**config.mk**
```make
export PLATFORM = sky130hd
export DESIGN_NAME = ucsbece154b_mem_arbiter
export DESIGN_NICKNAME = d
export VERILOG_FILES = /design/src/rtl/ucsbece154b_mem_arbiter.sv
export SDC_FILE = /design/constraint.sdc
export NUM_CORES = 1
export LEC_CHECK = 0
export ABC_CLOCK_PERIOD_IN_PS = 2600
export BUFFER_PORTS_ARGS = -buffer_cell sky130_fd_sc_hd__buf_2
export CORE_AREA = 4 4 109 111
export DETAILED_ROUTE_END_ITERATION = 12
export DIE_AREA = 0 0 113 115
export PLACE_DENSITY = 0.85
export SYNTH_ARGS = -nofsm -noshare
export SYNTH_HDL_FRONTEND = slang
export SYNTH_SLANG_ARGS = --single-unit
export TNS_END_PERCENT = 10
```
**constraint.sdc**
```tcl
create_clock -name clk -period 2.6 [get_ports clk]
set_input_delay 0.52 -clock clk [delete_from_list [all_inputs] [get_ports clk]]
set_output_delay 0.52 -clock clk [all_outputs]
set_load 0.02 [all_outputs]
```
**src/rtl/ucsbece154b_mem_arbiter.sv**
```systemverilog
// ucsbece154b_mem_arbiter
//   Shares one single-ported memory between the fetch stage (read-only) and the memory stage
//   (load/store). One transaction is outstanding at a time. The data side normally wins, but
//   fetch is forced through after MAX_D_STREAK consecutive data grants made while it waited.
//   A fetch flush drops the response of an in-flight fetch; data transactions are never dropped.
// Ports
//   clk, reset                       clock (rising edge) and async active-low reset
//   if_req_i/if_addr_i/if_flush_i    fetch request, address, redirect
//   if_valid_o/if_rdata_o/if_busy_o  fetch response pulse, data, stall source
//   d_req_i/d_we_i/d_addr_i/d_wdata_i data request, store enable, address, store data
//   d_valid_o/d_rdata_o/d_busy_o     data response pulse, load data, stall source
//   mem_req_o/mem_we_o/mem_addr_o/mem_wdata_o  registered request towards memory
//   mem_gnt_i/mem_rvalid_i/mem_rdata_i         memory accept, response, read data
//   conflict_cnt_o                   saturating count of idle cycles with both requests high
module ucsbece154b_mem_arbiter #(
   parameter int unsigned ADDR_W       = 32,
   parameter int unsigned DATA_W       = 32,
   parameter int unsigned MAX_D_STREAK = 4,
   parameter int unsigned CNT_W        = 16
) (
   input  logic              clk,
   input  logic              reset,
   input  logic              if_req_i,
   input  logic [ADDR_W-1:0] if_addr_i,
   input  logic              if_flush_i,
   output logic              if_valid_o,
   output logic [DATA_W-1:0] if_rdata_o,
   output logic              if_busy_o,
   input  logic              d_req_i,
   input  logic              d_we_i,
   input  logic [ADDR_W-1:0] d_addr_i,
   input  logic [DATA_W-1:0] d_wdata_i,
   output logic              d_valid_o,
   output logic [DATA_W-1:0] d_rdata_o,
   output logic              d_busy_o,
   output logic              mem_req_o,
   output logic              mem_we_o,
   output logic [ADDR_W-1:0] mem_addr_o,
   output logic [DATA_W-1:0] mem_wdata_o,
   input  logic              mem_gnt_i,
   input  logic              mem_rvalid_i,
   input  logic [DATA_W-1:0] mem_rdata_i,
   output logic [CNT_W-1:0]  conflict_cnt_o
);

   localparam int unsigned STREAK_W = $clog2(MAX_D_STREAK + 1);

   typedef enum logic [2:0] {StIdle, StIReq, StIWait, StDReq, StDWait} state_t;

   state_t              state, nextState;
   logic [STREAK_W-1:0] dStreak;
   logic                drop;
   logic                dWins;

   // Data wins unless fetch has already been passed over MAX_D_STREAK times in a row.
   assign dWins = d_req_i & (~if_req_i | (dStreak < STREAK_W'(MAX_D_STREAK)));

   // State register
   always_ff @(posedge clk or negedge reset) begin
      if (!reset) begin
         state <= StIdle;
      end else begin
         state <= nextState;
      end
   end

   // Next-state logic
   always_comb begin
      nextState = state;
      unique case (state)
         StIdle: begin
            if (dWins) begin
               nextState = StDReq;
            end else if (if_req_i) begin
               nextState = StIReq;
            end
         end
         StIReq:  if (mem_gnt_i)    nextState = StIWait;
         StDReq:  if (mem_gnt_i)    nextState = StDWait;
         StIWait: if (mem_rvalid_i) nextState = StIdle;
         StDWait: if (mem_rvalid_i) nextState = StIdle;
         default: nextState = StIdle;
      endcase
   end

   // Outputs
   always_comb begin
      mem_req_o  = (state == StIReq) | (state == StDReq);
      // A flush in the response cycle itself also suppresses the pulse.
      if_valid_o = (state == StIWait) & mem_rvalid_i & ~drop & ~if_flush_i;
      d_valid_o  = (state == StDWait) & mem_rvalid_i;
      if_busy_o  = if_req_i & ~if_valid_o;
      d_busy_o   = d_req_i & ~d_valid_o;
      if_rdata_o = mem_rdata_i;
      d_rdata_o  = mem_rdata_i;
   end

   // Request registers, streak, drop flag and conflict counter
   always_ff @(posedge clk or negedge reset) begin
      if (!reset) begin
         mem_we_o       <= 1'b0;
         mem_addr_o     <= '0;
         mem_wdata_o    <= '0;
         dStreak        <= '0;
         drop           <= 1'b0;
         conflict_cnt_o <= '0;
      end else begin
         if (state == StIdle) begin
            if (dWins) begin
               mem_we_o    <= d_we_i;
               mem_addr_o  <= d_addr_i;
               mem_wdata_o <= d_wdata_i;
            end else if (if_req_i) begin
               mem_we_o    <= 1'b0;
               mem_addr_o  <= if_addr_i;
               mem_wdata_o <= '0;
            end
            // Only data grants made while fetch waits extend the streak; anything else resets it.
            if (if_req_i && dWins) begin
               dStreak <= dStreak + 1'b1;
            end else begin
               dStreak <= '0;
            end
            if (if_req_i && d_req_i && !(&conflict_cnt_o)) begin
               conflict_cnt_o <= conflict_cnt_o + 1'b1;
            end
         end
         if (state == StIWait && mem_rvalid_i) begin
            drop <= 1'b0;
         end else if ((state == StIReq || state == StIWait) && if_flush_i) begin
            drop <= 1'b1;
         end
      end
   end

endmodule
```
* After elaboration in Yosys (flattened, before gate mapping) *
Index checks and enable logic that the tools add are counted.

operators by class
  magnitude comparators = 1
  multiplexer cells = 15
  equality and inequality tests = 8
  add/sub/neg operators = 2
  bitwise logic cells = 14
  reductions and logical operators = 15

operators with widths
  cell                                                    number
  2-to-1 mux 32 bit                                       4
  2-to-1 mux 3 bit                                        6
  adder 16 x 1 -> 16 bit (second input constant)          1
  AND reduction 16 bit                                    1
  one-hot mux 3 bit (4 select lines)                      1
  AND 1 bit                                               7
  equality test 3 x 2 -> 1 bit (second input constant)    2
  logical AND 1 bit                                       5
  NOT 1 bit                                               5
  2-to-1 mux 1 bit                                        4
  inequality test 2 bit (second input constant)           2
  AND reduction 2 bit                                     2
  AND reduction 4 bit                                     1
  nonzero test 2 bit                                      2
  adder 3 x 1 -> 3 bit (second input constant)            1
  equality test 3 x 1 -> 1 bit (second input constant)    1
  equality test 3 bit (second input constant)             1
  logical NOT 3 bit                                       1
  < comparator 3 bit (second input constant)              1
  inequality test 3 bit (second input constant)           1
  inequality test 2 x 1 -> 1 bit (second input constant)  1
  OR 1 bit                                                2
  OR reduction 2 bit                                      1
  logical NOT 1 bit                                       1
  logical OR 1 bit                                        1

storage, ports and cells
  logic and storage cells = 62
  output and inout bits = 150
  flip-flop bits (word level) = 88

* Depth between registers and ports, before layout *
  word-level depth = 6
  mapped depth = 8

* Worst setup path before layout *
Ideal clock, no wire load.

  path type = register to output
  from = register state[0]
  to = output port if_busy_o
  data arrival time = 1.638 ns
  slack = 0.442 ns
  required time = 2.080 ns
  cell stages (with the launch flop) = 5
  cells stage by stage = dfrtp_1 -> buf_6 -> nand2b_1 -> nor4_1 -> nor2b_1

on the way
  word-level cells in the longest chain between the ends = 6

RTL lines
  what                          line  RTL
  start: declaration            50    state_t state, nextState;
  start signal: assignment      61    state <= StIdle;
  start signal: assignment      63    state <= nextState;
  equality test 3 x 2 -> 1 bit  90    if_valid_o = (state == StIWait) & mem_rvalid_i & ~drop & ~if_flush_i;
  AND 1 bit (3 in a row)        90
  net if_valid_o                26    output logic if_valid_o,
  NOT 1 bit                     92    if_busy_o = if_req_i & ~if_valid_o;
  AND 1 bit                     92
  end: declaration              28    output logic if_busy_o,

The timed path passes the listed nets, and every way through them passes these cells.

* Worst setup path in the final report *
  from = register state[0]
  to = output port if_busy_o

on the way
  word-level cells in the longest chain between the ends = 6

RTL lines
  what                          line
  equality test 3 x 2 -> 1 bit  90
  AND 1 bit (3 in a row)        90
  NOT 1 bit                     92
  AND 1 bit                     92

Every way passes these cells.

==> impl_metrics.toml <==
[yosys]
syn_nets = 530
async_flop_share_pct = 100
synthFlopType = "dfrtp_1"
netlist_top_cells_count = "88 x dfrtp_1, 64 x buf_4, 43 x nand2_1, 36 x o21ai_0"
ys_ff_latch = 88
synth_cell_type_count = 36
synth_edf_count = 0
syn_area_um2 = 4250
yosysMostFrequentCell = "dfrtp_1"
yosysTopAreaCell = "dfrtp_1"
syn_avg_cell_area_um2 = 10.8
synth_top_area_share_pct = 51.8
synth_area_leaders = "dfrtp_1 52%, buf_4 11%, mux2i_1 7.8%, a22o_1 6.8%, o21ai_0 4.2%"
ys.warnings.count = 0
seq_area_frac_synth_pct = 51.8
synth_cells = 392

[detailed_routing]
dr.first_iter.drc_count = 209
vias = 3294
drt.antenna.violating_nets = 0
dr.pass1.iters = 4
drt-vias-per-instance = 5.01
wl_mm = 10.6
wl_per_cell_um = 16.1
drcViolationCount = 0

[worst_setup_path]
cpLargestDelayFamily = "simple AND/OR/NAND/NOR gates"
required_ns = 2.08
end_kind = "primary output"
reg2regPathDepth = 4
critPathBufInv = 1
rr_endpoint = "conflict_cnt_o[11]"
timing.rr.start = "state[1]"
slowest_delay_ns = 0.47
reg2reg_slack_ns = 0.50
path_max_fanout = 9
slowest_stage = "dfrtp_1"
start_kind = "flop"
cp_cell_sequence = "nand2b_1, nor4_1, nor2b_1, buf_2"
critPathArrivalTime_ns = 1.61
critPathKind = "flop to primary output"
cp_num_cells = 4

[clock_network]
cts_htree_levels = 3
postCtsHoldBufs = 0
clk_latency_ns = 0.36
clock_path_buffers = 2
cts_resized = 0
post-cts-setup-buffer-count = 0
cts_buffers = 9
clkTransAtPathRegs_ns = 0.08
clock_sinks = 88
cts_root_buffer = "clkbuf_8"
cts_tree = "built"

[placed_design]
routabilityCongestion = 0.825
place_ws_ns = 0.504
dpl_cell_area_um2 = 4880
portBuffers = 189
dp_hpwl_mm = 8.14

[sta]
setup_violations = 0
post-route-min-period_ns = 2.13
tns_ns = 0
rsz0062_at_grt = "no"
final_hold_viol_count = 0
worstMarginPinSlew_ns = 0.739
maxClockFrequency_mhz = 469
drv_slew = 0
finalWorstSetupSlack_ns = 0.468
clock_skew_ns = 0.00705
max-slew-margin-rel_pct = 50.3
period_share_pct = 82.0

[power]
switching_share_pct = 41.8
vdd_drop_max_uv = 609
leakage_nw = 2.74
p_switching_mw = 2.25
pwr-share-clk_pct = 16.1
pwr-share-comb_pct = 42.5
seq_power_share_pct = 41.4
p_int_mw = 3.13
power_density_nw_per_um2 = 1060

[global_route]
grt_pass1_wl_mm = 17.0
grt_overflow_total = 0
grt_max_degree = 71
antenna_found_initial = 0
grt_pass1_vias = 3536
grtUsageTotal_pct = 16.5

[finish]
fin_nets = 650
insertedDiodeCount = 0
multi_input_area_um2 = 1500
area_growth_pct = 18.9
ff_latch_area_um2 = 2200
fillers = 997
fin_area_um2 = 5060
drive_gt1_share_pct = 41.8

[floorplan]
die_area_um2 = 13000
die_h_um = 115
ios = 286
initial_core_util_pct = 39.4
core-area_um2 = 10800
num_rows = 38
die_w_um = 113

[worst_hold_path]
hold_class = "primary input to async pin"

[outcome]
status = "complete, no violations"

[job]
cap_viol_max_count = 0
[layout by cell type (no fill, tap or decap), drive strengths merged, types with 3 or more instances in the layout]
cell type,count
a22o,33
and3,4
nand3,5
clkinv,4
nor3,6
nand2,43
nand2b,3
nor4,3
o21ai,37
nand4,6
mux2i,33
dfrtp,88
nor2,5
clkbuf,11
xor2,9
buf,194
xnor2,6
[metrics by stage]
| stage | hold WS (ns) | std cells | total power, mW | utilization, % |
|---|---|---|---|---|
| finish | 0.136 | 657 | 5.38 | 46.9 |
| detailed placement | 0.467 | 641 | 4.56 | 45.2 |
| floorplan | 0.224 | 392 | 3.83 | - |
| global placement | 0.459 | 641 | 4.45 | 45.2 |
| global route | 0.144 | 657 | 5.77 | 46.9 |
| CTS | 0.127 | 657 | 5.46 | 46.9 |
[worst max-delay path by stage]
stage                                     to  slack [ns]     start
after floorplan                    if_busy_o        0.44  state[0]
after global placement    conflict_cnt_o[11]        0.58  state[1]
after detailed placement  conflict_cnt_o[15]        0.50  state[1]
after CTS                         if_valid_o        0.41  state[0]
after global routing               if_busy_o        0.29  state[0]
final                              if_busy_o        0.47  state[0]
[power groups by stage]
stage / clock network, mW / logic (mW) / registers [mW]
global route: 0.974 / 2.50 / 2.30
global placement: 0 / 2.24 / 2.21
finish: 0.867 / 2.29 / 2.23
floorplan: 0 / 1.06 / 2.77
CTS: 0.912 / 2.32 / 2.23
detailed placement: 0 / 2.33 / 2.23
[state kept, by name (all words and copies together) (netlist names)]
register        count
dStreak             3
mem_addr_o         32
state               3
mem_wdata_o        32
conflict_cnt_o     16
mem_we_o            1
drop                1
[routing by layer]
layer / GRT usage, % / routed length [um]
met5: 0 / 0
met4: 9.05 / 328
met3: 5.37 / 929
met2: 27.6 / 5280
met1: 18.7 / 4040
[worst register-to-register path: stages, from the launching register on]
cell and delay (ns):
dfrtp_1 0.46, or3_4 0.45, or4_1 0.65, nor3_1 0.30, xor2_1 0.18
[cells by family after synthesis]
family	Yosys count	share of synthesized area (%)
AOI/OAI and AO/OA	77	12.3
xor gates and xnor gates	15	3.09
adders and majority gates	2	0.588
buffers and inverters	86	13.6
DFF	88	51.8
muxes	35	8.30
and+or+nand+nor	89	10.4
[area by class of cell]
type / instances / area share [%]
tap: 140 / 3.46
sequential: 88 / 43.5
timing repair buffer: 194 / 19.7
clock inverter: 5 / 0.618
clock buffer: 11 / 2.99
inverter: 1 / 0.0742
multi-input combinational: 218 / 29.6
(Power assumes the default switching activity.)
